==> src/rtl/qf_fcb_pkg.sv <==
// Shared types for the FCB software-to-hardware handshake register.
package qf_fcb_pkg;

   typedef enum logic [1:0] {
      ST_IDLE    = 2'd0,
      ST_REQ     = 2'd1,
      ST_ACK_LOW = 2'd2
   } qf_hs_state_e;

endpackage

==> src/rtl/qf_rsw_hs.sv <==
// Software-written register handed to a hardware consumer over a four-phase
// req/ack handshake, with per-phase timeout and sticky error/drop status.
module qf_rsw_hs
   import qf_fcb_pkg::*;
#(
   parameter int                     PAR_BIT_WIDTH     = 10,
   parameter logic [PAR_BIT_WIDTH-1:0] PAR_DEFAULT_VALUE = '0,
   parameter int                     PAR_ACK_TIMEOUT   = 255,
   parameter int                     PAR_TMO_WIDTH     = 8
) (
   input  logic                     sys_clk,
   input  logic                     sys_rst_n,
   input  logic [PAR_BIT_WIDTH-1:0] sw_wrdata,
   input  logic [PAR_BIT_WIDTH-1:0] sw_wr_mask,
   input  logic                     sw_wr_en,
   input  logic                     sw_err_clr,
   input  logic                     hw_ack,
   output logic                     hw_req,
   output logic [PAR_BIT_WIDTH-1:0] hw_data,
   output logic [PAR_BIT_WIDTH-1:0] rddata,
   output logic                     sw_busy,
   output logic                     sw_done,
   output logic                     sw_err,
   output logic                     sw_wr_drop
);

   localparam logic [PAR_TMO_WIDTH-1:0] TMO_LAST = PAR_TMO_WIDTH'(PAR_ACK_TIMEOUT - 1);

   qf_hs_state_e             state_r;
   logic [PAR_BIT_WIDTH-1:0] data_r;
   logic [PAR_TMO_WIDTH-1:0] cnt_r;
   logic                     hw_req_r;
   logic                     busy_r;
   logic                     done_r;
   logic                     err_r;
   logic                     drop_r;
   logic                     tmo_hit_s;
   logic                     drop_set_s;

   function automatic logic [PAR_BIT_WIDTH-1:0] masked_merge(
      input logic [PAR_BIT_WIDTH-1:0] old_val,
      input logic [PAR_BIT_WIDTH-1:0] new_val,
      input logic [PAR_BIT_WIDTH-1:0] mask
   );
      return (old_val & ~mask) | (new_val & mask);
   endfunction

   // Phase timeout: the phase's exit condition is still absent on its last allowed cycle.
   always_comb begin
      tmo_hit_s  = 1'b0;
      drop_set_s = sw_wr_en && (state_r != ST_IDLE);
      case (state_r)
         ST_REQ: begin
            if (!hw_ack && (cnt_r == TMO_LAST)) tmo_hit_s = 1'b1;
            else                                tmo_hit_s = 1'b0;
         end
         ST_ACK_LOW: begin
            if (hw_ack && (cnt_r == TMO_LAST))  tmo_hit_s = 1'b1;
            else                                tmo_hit_s = 1'b0;
         end
         default: tmo_hit_s = 1'b0;
      endcase
   end

   // Handshake FSM with data register, phase counter and registered req/busy/done.
   always_ff @(posedge sys_clk or negedge sys_rst_n) begin
      if (!sys_rst_n) begin
         state_r  <= ST_IDLE;
         data_r   <= PAR_DEFAULT_VALUE;
         cnt_r    <= '0;
         hw_req_r <= 1'b0;
         busy_r   <= 1'b0;
         done_r   <= 1'b0;
      end else begin
         done_r <= 1'b0;
         case (state_r)
            ST_IDLE: begin
               if (sw_wr_en) begin
                  data_r   <= masked_merge(data_r, sw_wrdata, sw_wr_mask);
                  state_r  <= ST_REQ;
                  cnt_r    <= '0;
                  hw_req_r <= 1'b1;
                  busy_r   <= 1'b1;
               end
            end
            ST_REQ: begin
               if (hw_ack) begin
                  state_r  <= ST_ACK_LOW;
                  cnt_r    <= '0;
                  hw_req_r <= 1'b0;
               end else if (tmo_hit_s) begin
                  state_r  <= ST_IDLE;
                  cnt_r    <= '0;
                  hw_req_r <= 1'b0;
                  busy_r   <= 1'b0;
               end else begin
                  cnt_r <= cnt_r + PAR_TMO_WIDTH'(1);
               end
            end
            ST_ACK_LOW: begin
               if (!hw_ack) begin
                  state_r <= ST_IDLE;
                  cnt_r   <= '0;
                  busy_r  <= 1'b0;
                  done_r  <= 1'b1;
               end else if (tmo_hit_s) begin
                  state_r <= ST_IDLE;
                  cnt_r   <= '0;
                  busy_r  <= 1'b0;
               end else begin
                  cnt_r <= cnt_r + PAR_TMO_WIDTH'(1);
               end
            end
            default: begin
               state_r  <= ST_IDLE;
               cnt_r    <= '0;
               hw_req_r <= 1'b0;
               busy_r   <= 1'b0;
            end
         endcase
      end
   end

   // Sticky status flags; a new event outranks a clear on the same edge.
   always_ff @(posedge sys_clk or negedge sys_rst_n) begin
      if (!sys_rst_n) begin
         err_r  <= 1'b0;
         drop_r <= 1'b0;
      end else begin
         if (tmo_hit_s)       err_r <= 1'b1;
         else if (sw_err_clr) err_r <= 1'b0;
         else                 err_r <= err_r;
         if (drop_set_s)      drop_r <= 1'b1;
         else if (sw_err_clr) drop_r <= 1'b0;
         else                 drop_r <= drop_r;
      end
   end

   assign hw_req     = hw_req_r;
   assign hw_data    = data_r;
   assign rddata     = data_r;
   assign sw_busy    = busy_r;
   assign sw_done    = done_r;
   assign sw_err     = err_r;
   assign sw_wr_drop = drop_r;

endmodule

==> config.mk <==
export PLATFORM = sky130hd
export DESIGN_NAME = qf_rsw_hs
export DESIGN_NICKNAME = d
export VERILOG_FILES = /design/src/rtl/qf_fcb_pkg.sv /design/src/rtl/qf_rsw_hs.sv
export SDC_FILE = /design/constraint.sdc
export NUM_CORES = 1
export LEC_CHECK = 0
export CORE_MARGIN = 4
export CORE_UTILIZATION = 30
export CTS_CLUSTER_SIZE = 25
export DETAILED_ROUTE_END_ITERATION = 16
export PLACE_DENSITY = 0.56
export SLEW_MARGIN = 30
export SYNTH_ARGS = -nofsm -noshare
export SYNTH_HDL_FRONTEND = slang
export SYNTH_SLANG_ARGS = --single-unit
==> constraint.sdc <==
create_clock -name sys_clk -period 3.2 [get_ports sys_clk]
set_input_delay 0.96 -clock sys_clk [delete_from_list [all_inputs] [get_ports sys_clk]]
set_output_delay 0.96 -clock sys_clk [all_outputs]
set_load 0.03 [all_outputs]
; ---- After elaboration in Yosys (flattened, before gate mapping)
; Cells that the tools add are included.
[classes]
add_sub_neg = 1
eq_ne = 6
muxes = 26
bitwise_logic = 5
reduce_logical = 11
[ops]
columns = op, count
row1 = 8-bit two-way mux, 4
row2 = 8-bit one-hot mux with 3 select lines, 1
row3 = 10-bit bitwise AND, 2
row4 = 1-bit two-way mux, 13
row5 = 10-bit NOT, 1
row6 = 10-bit bitwise OR, 1
row7 = 8-bit by 1-bit adder with 8-bit output (second input constant), 1
row8 = 8-bit equality test (second input constant), 1
row9 = 2-bit two-way mux, 4
row10 = 1-bit one-hot mux with 3 select lines, 2
row11 = 2-bit one-hot mux with 3 select lines, 1
row12 = 2-bit nonzero test, 3
row13 = 2-bit inequality test (second input constant), 2
row14 = 2-bit AND reduction, 2
row15 = 1-bit logical AND, 3
row16 = 3-bit inequality test (second input constant), 1
row17 = 3-bit AND reduction, 1
row18 = 2-bit by 1-bit equality test with 1-bit output (second input constant), 1
row19 = 2-bit equality test (second input constant), 1
row20 = 2-bit zero test, 1
row21 = 1-bit one-hot mux with 2 select lines, 1
row22 = 1-bit zero test, 1
row23 = 1-bit NOT, 1
[totals]
regBits = 25
input_bits = 25
output_inout_bits = 25
elab_cells = 57

; ---- Depth between registers and ports, before layout
[logic_depth]
ltp_word = 7
depth_mapped = 7

; ---- Worst setup path after synthesis
; No wires, ideal clock.
[synth_path]
path_type = in2reg
from = input port hw_ack
to = register hw_req_r, in the netlist hw_req
setup_ns = 0.126
arrival_ns = 2.080
required_time_ns = 3.074
setup_slack_ns = 0.994
path_stages = 6
n_path_buf = 0
cell_sequence = inv_1 -> ha_1 -> and4_1 -> nand3_4 -> and3_4 -> o32a_1
[synth_between]
elab_chain_len = 6
word_cells_on_any_way = 10
cone_classes = eq/ne (1) / mux (5) / reduce/logical (4)
[synth_rtl]
columns = item, line
row1 = from (decl), qf_rsw_hs.sv:17  ; input logic hw_ack,
row2 = 1-bit zero test, -
row3 = 1-bit logical AND, qf_rsw_hs.sv:54  ; if (!hw_ack && (cnt_r == TMO_LAST)) tmo_hit_s = 1'b1;
row4 = 1-bit two-way mux, qf_rsw_hs.sv:54
row5 = 1-bit one-hot mux with 2 select lines, qf_rsw_hs.sv:52  ; case (state_r)
row6 = 3-bit inequality test (no source line), -
row7 = 3-bit AND reduction (no source line), -
row8 = to (signal assigned), qf_rsw_hs.sv:71  ; hw_req_r <= 1'b0;
row9 = to (signal assigned), qf_rsw_hs.sv:82  ; hw_req_r <= 1'b1;
row10 = to (signal assigned), qf_rsw_hs.sv:90  ; hw_req_r <= 1'b0;
row11 = to (decl), qf_rsw_hs.sv:32  ; logic hw_req_r;
; Several ways; a longest one is shown, not always the timed one.
; A chain may end at the register's enable or synchronous reset.

; ---- Worst setup path in the final report
; Ends and elaborated chain as after synthesis.

==> out/metrics.cfg <==
[synthesis]
syn-cell-area_mm2 = 0.00138
syn_nets = 164
yosysWarnings = 0
synthFlopType = dfrtp_1
synth_edf_count = 0
synth.area.top_cells = dfrtp_1 (45%), mux2_2 (9.0%), ha_1 (6.4%)
synthArstFlopShare_pct = 100
yosysTopAreaCell = dfrtp_1
synth_seq_cells = 25
synth.distinct_cells = 36
synth.top_cell.area_share_pct = 45.4
ys_seq_area_share_pct = 45.4
syn_area_per_cell_um2 = 10.4
postSynthCellCount = 132

[power_and_ir_drop]
p_switching_uw = 696
pwr-share-clk_pct = 11.3
pwr-share-seq_pct = 30.4
p_comb_share_pct = 58.3
ir_worst_vdd_uv = 263
pwr_density_cell_mw_per_mm2 = 861
swShare_pct = 42.9
leakage_nw = 0.781
p_int_uw = 925

[detailed_routing]
viasPerCell = 4.80
wire_per_inst_um = 13.5
routed_wl_mm = 3.01
dr.first_iter.drc_count = 33
postRouteAntennaNets = 0
vias = 1075
drc_errors = 0
dr.pass1.iters = 4

[sta]
setup_violations = 0
finalSetupTns_ns = 0
worstMarginPinSlew_ns = 0.723
skew_ns = 0.00451
whs_ns = 0.482
worst_slack_ns = 0.556
fin_crit_sh_pct = 82.6
period_minus_slack_ns = 2.64
finalHoldViolations = 0
max_slew_margin_pct = 51.7
rsz0062_at_grt = no
slew_viol_final = 0
clock.fmax_ghz = 0.378

[clocking]
clockBufferDepth = 2
cts_resized = 0
cts_tree = done
post-cts-setup-buffer-count = 0
htreeDepth = 1
insertion_delay_ns = 0.26
clkTransAtPathRegs_ns = 0.09
cts_buffers = 3
root_buffer = clkbuf_8
clock_sinks = 25
cts_hold_buf = 0

[floorplanning]
dieArea_mm2 = 0.00574
ios = 50
die_width_um = 75.8
die_y_um = 75.8
coreArea_mm2 = 0.00441
placementRows = 24
start_util_pct = 31.2

[worst_setup_path]
end_kind = flop
cp.arrival_ns = 2.80
reg2reg_slack_ns = 1.15
crit_path_start_kind = input port
path_max_fanout = 8
critPathKind = in -> reg
required_ns = 3.35

[grt]
antenna_found_initial = 0
first_global_vias = 1023
grt-ovfl-total = 0
grt_max_degree = 26
grtUsageTotal_pct = 10.5
grt_pass1_wl_mm = 4.75

[min_path]
hold_class = reg -> reg

[layout]
nFillCells = 421
drive_gt1_share_pct = 11.0
final_cell_mix = clkdlybuf4s50_1 (49), dfrtp_1 (25), nand2_1 (23)
finalNetCount = 205
layout.cells.non_filler = 224
mostFrequentLayoutCell = clkdlybuf4s50_1
area.growth.synth_to_final_pct = 36.7
n_antenna_cell = 0
multi_input_area_um2 = 619
seq_area_um2 = 626

[place]
routabilityCongestion = 0.819
dpl_worst_slack_ns = 0.290
dpl.hpwl_mm = 2.41
place_inst = 220
io_buffers = 49

[status]
status = completed

[run]
drv_cap = 0

stage by stage:
step	instance area (µm²)	utilization, %	total power, mW
after CTS	1880	42.7	1.65
final	1880	42.7	1.62
after global routing	1880	42.7	1.73
after floorplan	1380	-	1.15
after global placement	1840	41.6	1.43
after detailed placement	1840	41.6	1.46
final cells by class:
cell class	instances	share of cell area [%]
flip-flops and latches	25	33.2
multi-input cells	85	32.9
repair buffers	50	26.4
well taps	52	3.46
clock buffers	4	2.39
inverters	8	1.59
Yosys cell counts, drive strengths merged (3+ instances only):
cell type	count
and3	3
dfrtp	25
inv	8
nand3	4
buf	14
mux2	11
a21oi	3
ha	7
o21ai	6
nand2	23
kinds of logic (layout without fill, tap and decap cells):
logic type | count (synthesis) | count (layout) | synth area share [%]
simple gates | 43 | 43 | 17.0
fa+ha+maj | 7 | 7 | 6.36
flops | 25 | 25 | 45.4
compound gates | 21 | 21 | 10.5
mux | 13 | 13 | 10.4
buf+inv | 22 | 62 | 9.63
xor+xnor | 1 | 1 | 0.636
layer usage:
layer,GRT usage (%),up-vias,wire length (µm)
met5,0,-,0
met4,1.75,0,21
met3,2.24,4,287
met2,18.9,43,1440
met1,13.0,497,1260
li1,-,531,-
power groups by stage:
| stage | Clock [mW] | Sequential (mW) | Combinational (mW) |
|---|---|---|---|
| floorplan | 0 | 0.662 | 0.485 |
| global placement | 0 | 0.490 | 0.945 |
| detailed placement | 0 | 0.501 | 0.958 |
| CTS | 0.192 | 0.495 | 0.959 |
| global route | 0.206 | 0.507 | 1.02 |
| finish | 0.183 | 0.493 | 0.946 |
critical path, cell delays in order:
cell and delay [ns]:
clkdlybuf4s50_1 0.56, inv_1 0.10, ha_1 0.28, and4_1 0.27, nand3_4 0.14, and3_4 0.21
o32a_1 0.27
worst paths after layout:
| check | end | cells past startpoint | start |
|---|---|---|---|
| max | hw_req$_DFFE_PN0P_ | 7 | hw_ack |
| min | cnt_r[7]$_DFFE_PN0P_ | 1 | cnt_r[7]$_DFFE_PN0P_ |
| max reg2reg | hw_req$_DFFE_PN0P_ | 7 | state_r[0]$_DFFE_PN0P_ |
| min reg2reg | cnt_r[7]$_DFFE_PN0P_ | 1 | cnt_r[7]$_DFFE_PN0P_ |
| max in group asynchronous | cnt_r[3]$_DFFE_PN0P_ | 2 | sys_rst_n |
| min in group asynchronous | asynchronous set/reset pin | 2 | sys_rst_n |
Note: power is estimated with default switching activity, not from simulation.
